<file path="src/rtl/sign_extend_pipe.sv">
// -----------------------------------------------------------------------------
// sign_extend_pipe
//
// Pipelined immediate/offset extension unit sitting between decode and
// execute. A narrow immediate field plus a 2-bit mode is turned into an
// OUT_W-bit operand, computed combinationally at the input and registered
// together with the entry that carries it.
//
// Modes (in_mode):
//   0 SEXT     : sign-extend in_data to OUT_W bits
//   1 ZEXT     : zero-extend in_data to OUT_W bits
//   2 SEXT_SHL : SEXT result shifted left by SHIFT (word-aligned offsets)
//   3 HIGH     : in_data placed in the top IN_W bits, low bits zero
//
// Ports:
//   clk        system clock, all state changes on the rising edge
//   rst        asynchronous, active-high reset
//   flush      synchronous clear of both buffered entries (branch flush)
//   in_valid   in_data/in_mode carry an operand this cycle
//   in_ready   unit can accept an operand this cycle (registered)
//   in_data    raw immediate field, IN_W bits
//   in_mode    extension mode, see above
//   out_valid  out_data carries an operand
//   out_ready  consumer takes out_data this cycle
//   out_data   extended result, OUT_W bits
//
// Handshake: a transfer happens on a rising edge where valid && ready are both
// high on that side; valid/data are held stable by the producer until then,
// and ready never depends combinationally on valid. Storage is an output
// register plus one skid entry, giving 1-cycle latency, strict FIFO order and
// full throughput while out_ready stays high.
// -----------------------------------------------------------------------------
module sign_extend_pipe #(
    parameter int IN_W  = 22,
    parameter int OUT_W = 32,
    parameter int SHIFT = 2
) (
    input  logic             clk,
    input  logic             rst,
    input  logic             flush,
    input  logic             in_valid,
    output logic             in_ready,
    input  logic [IN_W-1:0]  in_data,
    input  logic [1:0]       in_mode,
    output logic             out_valid,
    input  logic             out_ready,
    output logic [OUT_W-1:0] out_data
);

    localparam logic [1:0] MODE_SEXT     = 2'd0;
    localparam logic [1:0] MODE_ZEXT     = 2'd1;
    localparam logic [1:0] MODE_SEXT_SHL = 2'd2;
    localparam logic [1:0] MODE_HIGH     = 2'd3;

    logic [OUT_W-1:0] sext;
    logic [OUT_W-1:0] zext;
    logic [OUT_W-1:0] ext;

    logic             skid_valid;
    logic [OUT_W-1:0] skid_data;

    logic in_xfer;
    logic out_free;
    logic out_from_skid;
    logic out_from_in;
    logic skid_load;
    logic out_valid_nxt;
    logic skid_valid_nxt;

    // Extension arithmetic. Shifts are by constants, so this is pure wiring
    // plus the sign-bit fan-out; IN_W+SHIFT <= OUT_W means SEXT_SHL never
    // drops significant bits.
    always_comb begin
        sext = OUT_W'($signed(in_data));
        zext = OUT_W'(in_data);
        ext  = sext;
        case (in_mode)
            MODE_SEXT:     ext = sext;
            MODE_ZEXT:     ext = zext;
            MODE_SEXT_SHL: ext = sext << SHIFT;
            MODE_HIGH:     ext = zext << (OUT_W - IN_W);
            default:       ext = sext;
        endcase
    end

    // Buffer control.
    always_comb begin
        in_xfer  = in_valid && in_ready;
        // The output register may take a new value when empty or draining.
        out_free = !out_valid || out_ready;
        // Older skid data always goes first to keep FIFO order.
        out_from_skid = out_free && skid_valid;
        out_from_in   = out_free && !skid_valid && in_xfer;
        // An accepted operand that cannot go straight to the output parks in
        // the skid entry. in_ready guarantees the entry is free (or being
        // vacated into the output) whenever this happens.
        skid_load      = in_xfer && !out_from_in;
        out_valid_nxt  = out_free ? (skid_valid || in_xfer) : 1'b1;
        skid_valid_nxt = skid_load || (skid_valid && !out_free);
    end

    always_ff @(posedge clk or posedge rst) begin
        if (rst) begin
            out_valid  <= 1'b0;
            out_data   <= '0;
            skid_valid <= 1'b0;
            skid_data  <= '0;
            in_ready   <= 1'b0;
        end else if (flush) begin
            // Flush wins over everything, including a concurrent input.
            out_valid  <= 1'b0;
            skid_valid <= 1'b0;
            in_ready   <= 1'b1;
        end else begin
            out_valid  <= out_valid_nxt;
            skid_valid <= skid_valid_nxt;
            // Registered form of !skid_full: drops the cycle after the skid fills.
            in_ready   <= !skid_valid_nxt;
            if (out_from_skid) begin
                out_data <= skid_data;
            end else if (out_from_in) begin
                out_data <= ext;
            end
            if (skid_load) begin
                skid_data <= ext;
            end
        end
    end

endmodule

</file>
<file path="config.mk">
export PLATFORM = sky130hd
export DESIGN_NAME = sign_extend_pipe
export DESIGN_NICKNAME = d
export VERILOG_FILES = /design/src/rtl/sign_extend_pipe.sv
export SDC_FILE = /design/constraint.sdc
export NUM_CORES = 1
export LEC_CHECK = 0
export ABC_AREA = 1
export CORE_MARGIN = 8
export CORE_UTILIZATION = 45
export CTS_BUF_LIST = sky130_fd_sc_hd__clkbuf_4
export CTS_CLUSTER_DIAMETER = 120
export DETAILED_ROUTE_END_ITERATION = 16
export GPL_TIMING_DRIVEN = 0
export PLACE_DENSITY_LB_ADDON = 0.3
export SLEW_MARGIN = 20
export SYNTH_ARGS = -nofsm -noshare
export SYNTH_HDL_FRONTEND = slang
export SYNTH_SLANG_ARGS = --single-unit
</file>
<file path="constraint.sdc">
create_clock -name clk -period 2.4 [get_ports clk]
set_clock_uncertainty 0.15 [all_clocks]
set_input_delay 0.72 -clock clk [delete_from_list [all_inputs] [get_ports clk]]
set_output_delay 0.72 -clock clk [all_outputs]
set_load 0.02 [all_outputs]
</file>
==> impl_metrics.xml <==
<?xml version="1.0" encoding="UTF-8"?>
<metrics>
  <group name="global_route">
    <metric name="global_route_wire_length_before_repair" unit="um">16300</metric>
    <metric name="grt_pass1_vias" unit="">3446</metric>
    <metric name="grt_util_all_layers" unit="">0.183</metric>
    <metric name="grt_max_degree" unit="">35</metric>
    <metric name="grt.overflow.total" unit="">0</metric>
    <metric name="antenna_violations_before_repair" unit="">0</metric>
  </group>
  <group name="setup_path">
    <metric name="critical-path-max-stage-delay" unit="ns">0.62</metric>
    <metric name="timing.critical_path.fanout_max" unit="">3</metric>
    <metric name="timing.critical_path.buf_inv" unit="">1</metric>
    <metric name="worst_r2r_endpoint" unit="">out_data[8]</metric>
    <metric name="r2r_setup_slack" unit="ns">0.86</metric>
    <metric name="cp.arrival" unit="ns">1.45</metric>
    <metric name="path_cells" unit="">clkdlybuf4s50_1</metric>
    <metric name="path_class" unit="">register to output port</metric>
    <metric name="rr_worst_depth" unit="">6</metric>
    <metric name="first_element_of_the_critical_path" unit="">out_valid</metric>
    <metric name="setup.worst_path.start_class" unit="">register</metric>
    <metric name="slowest_stage" unit="">sky130_fd_sc_hd__clkdlybuf4s50_1</metric>
    <metric name="cp.required" unit="ns">1.53</metric>
    <metric name="worstSetupEndpointType" unit="">output port</metric>
    <metric name="r2r_path_start" unit="">out_valid</metric>
    <metric name="worst_path_dominant_cell_family" unit="">buffers and inverters</metric>
  </group>
  <group name="clock_tree">
    <metric name="worstSkewPairLatency" unit="ns">0.43</metric>
    <metric name="postCtsSetupRepairBufs" unit="">0</metric>
    <metric name="cts_inserted_buffers" unit="">9</metric>
    <metric name="clock-sinks" unit="">67</metric>
    <metric name="number_of_gates_given_a_new_drive_strength_after_cts" unit="">0</metric>
    <metric name="htree_levels" unit="">3</metric>
    <metric name="cts-root-to-sink-buffers" unit="">2</metric>
    <metric name="clk_pin_slew" unit="ns">0.12</metric>
    <metric name="cts_hold_buffers" unit="">0</metric>
    <metric name="cts_tree" unit="">done</metric>
    <metric name="cts.root.buffer_cell" unit="">sky130_fd_sc_hd__clkbuf_4</metric>
  </group>
  <group name="sta">
    <metric name="timing_worst_slew_pin_value" unit="ns">0.503</metric>
    <metric name="timing_max_transition_violations_final" unit="">0</metric>
    <metric name="maxClockFrequency" unit="MHz">432</metric>
    <metric name="period_needed" unit="ns">2.32</metric>
    <metric name="final-hold-violation-count" unit="">0</metric>
    <metric name="final-setup-viol-count" unit="">0</metric>
    <metric name="slew-limit-headroom" unit="">0.664</metric>
    <metric name="postLayoutSetupSlackWorst" unit="ns">0.0848</metric>
    <metric name="finalCritPeriodShare" unit="">0.965</metric>
    <metric name="hold_ws" unit="ns">0.333</metric>
    <metric name="rsz0062_at_grt" unit="">no</metric>
    <metric name="finalSetupTns" unit="ns">0</metric>
  </group>
  <group name="min_path">
    <metric name="hold-path-cell-count" unit="">2</metric>
    <metric name="holdCritPathClass" unit="">register to register</metric>
    <metric name="min-delay-start" unit="">skid_data[12]</metric>
    <metric name="timing.hold.worst_endpoint" unit="">skid_data[12]</metric>
  </group>
  <group name="logic_synthesis">
    <metric name="post_synth_num_cell_types" unit="">17</metric>
    <metric name="seq_cells_post_synth" unit="">67</metric>
    <metric name="synth_fp_nets" unit="">522</metric>
    <metric name="synthesis.area" unit="um^2">3490</metric>
    <metric name="synth_largest_area_cell" unit="">sky130_fd_sc_hd__dfrtp_1</metric>
    <metric name="seq_area_frac_synth" unit="">0.481</metric>
    <metric name="post_synth_inst_count" unit="">493</metric>
    <metric name="yosysWarningCount" unit="">0</metric>
    <metric name="netlist.area_leader.share" unit="">0.481</metric>
    <metric name="synth.area.top_cells" unit="">sky130_fd_sc_hd__dfrtp_1 48%, sky130_fd_sc_hd__nand2_1 25%, sky130_fd_sc_hd__nand3_1 9.8%, sky130_fd_sc_hd__nor2_1 4.8%, sky130_fd_sc_hd__buf_2 3.0%</metric>
    <metric name="synth.avg_cell_area" unit="um^2">7.07</metric>
  </group>
  <group name="power">
    <metric name="power_per_cell_area" unit="nW/um^2">712</metric>
    <metric name="cellLeakagePower" unit="nW">2.38</metric>
    <metric name="peakVddDrop" unit="mV">0.435</metric>
  </group>
  <group name="detailed_routing">
    <metric name="vias" unit="">3452</metric>
    <metric name="remaining_routing_drc_violations" unit="">0</metric>
    <metric name="first_pass_iters" unit="">5</metric>
    <metric name="post_drt_wl_per_cell" unit="um">14.3</metric>
    <metric name="initialDrtViolationCount" unit="">193</metric>
    <metric name="postRouteWirelength" unit="um">9620</metric>
    <metric name="route.detailed.vias_per_inst" unit="">5.12</metric>
    <metric name="ant_nets" unit="">0</metric>
  </group>
  <group name="floorplanning">
    <metric name="die_w" unit="um">104</metric>
    <metric name="design.core.area" unit="um^2">7610</metric>
    <metric name="floorplan.io_pins" unit="">63</metric>
    <metric name="core.rowCount" unit="">32</metric>
    <metric name="die_area" unit="um^2">10800</metric>
    <metric name="floorplan.initialDensity" unit="">0.458</metric>
    <metric name="die_height" unit="um">104</metric>
  </group>
  <group name="finish">
    <metric name="final_cell_count_no_fill" unit="">674</metric>
    <metric name="flow.area_growth_from_synthesis" unit="%">26.3</metric>
    <metric name="drive_gt1_frac" unit="">0.0944</metric>
    <metric name="finish.net_count" unit="">596</metric>
    <metric name="num_antenna_cells" unit="">0</metric>
    <metric name="fraction_of_the_core_area_covered_by_cells_at_the_end_of_the_flow" unit="">0.579</metric>
  </group>
  <group name="place">
    <metric name="finalWeightedCongestion" unit="">0.856</metric>
    <metric name="place.detailed.hpwl" unit="um">7080</metric>
    <metric name="place_worst_setup_slack" unit="ns">0.0777</metric>
    <metric name="port-buffer-count" unit="">61</metric>
    <metric name="placed_cells" unit="">658</metric>
  </group>
  <group name="run">
    <metric name="maxCapViolCount" unit="">0</metric>
  </group>
  <group name="run_status">
    <metric name="outcome" unit="">completed</metric>
  </group>
</metrics>
-- routing by layer --
layer  global-route usage  part of all wire  vias up
met5                    0                 0        -
met4               0.0724             0.025        0
met3               0.0595             0.072       24
met2                0.286              0.45      132
met1                0.229              0.45     1588
li1                     -                 -     1708
-- worst max path at each step --
stage / end / cells after the start
floorplan: skid_data[10] / 7
global placement: out_data[13] / 2
detailed placement: skid_data[28] / 8
CTS: out_valid / 1
global route: out_valid / 1
finish: out_valid / 1
-- cell families (layout without fill, tap and decap cells) --
group / after synthesis / after routing / share of synthesized area
buf+inv: 49 / 128 / 0.0646
simple gates: 362 / 362 / 0.429
flops: 67 / 67 / 0.481
compound gates: 15 / 15 / 0.0251
-- cells in the final DEF, fill, tap and decap left out, types with 9 or more instances in the layout --
cell                              synthesis  final
sky130_fd_sc_hd__nand3_1                 68     68
sky130_fd_sc_hd__o21ai_0                  9      9
sky130_fd_sc_hd__nor2_1                  45     45
sky130_fd_sc_hd__dfrtp_1                 67     67
sky130_fd_sc_hd__buf_2                   21     21
sky130_fd_sc_hd__clkbuf_4                 0      9
sky130_fd_sc_hd__nand2_1                231    231
sky130_fd_sc_hd__clkdlybuf4s50_1          0     61
sky130_fd_sc_hd__nand4_1                 13     13
sky130_fd_sc_hd__inv_1                   18     17
-- final cells by class --
| type | count | area [um^2] |
|---|---|---|
| Sequential cell | 67 | 1680 |
| Clock inverter | 7 | 68.8 |
| Multi-Input combinational cell | 377 | 1580 |
| Buffer | 27 | 143 |
| Inverter | 22 | 86.3 |
| Fill cell | 712 | 3200 |
| Tap cell | 102 | 128 |
| Timing Repair Buffer | 63 | 651 |
| Clock buffer | 9 | 67.6 |
-- power by group --
group / switching, mW / internal (mW)
clock network: 0.434 / 0.313
logic: 0.506 / 0.389
registers: 0.120 / 1.37
-- through the flow --
stage               power (mW)  instance area (um^2)
global route              3.33                  4400
finish                    3.14                  4400
detailed placement        2.42                  4270
global placement          2.38                  4230
floorplan                 2.01                  3490
CTS                       3.17                  4400
-- cells in the mapped netlist (all sizes together) --
master  instances
nand2         233
nand3          70
dfrtp          67
nor2           46
buf            25
inv            22
nand4          13
o21ai          13
clkbuf          2
a21oi           1
a31oi           1
-- state kept, by name, indices dropped and copies added (netlist names) --
name	flops
in_ready	1
out_data	32
out_valid	1
skid_data	32
skid_valid	1
(Power assumes the default switching activity.)
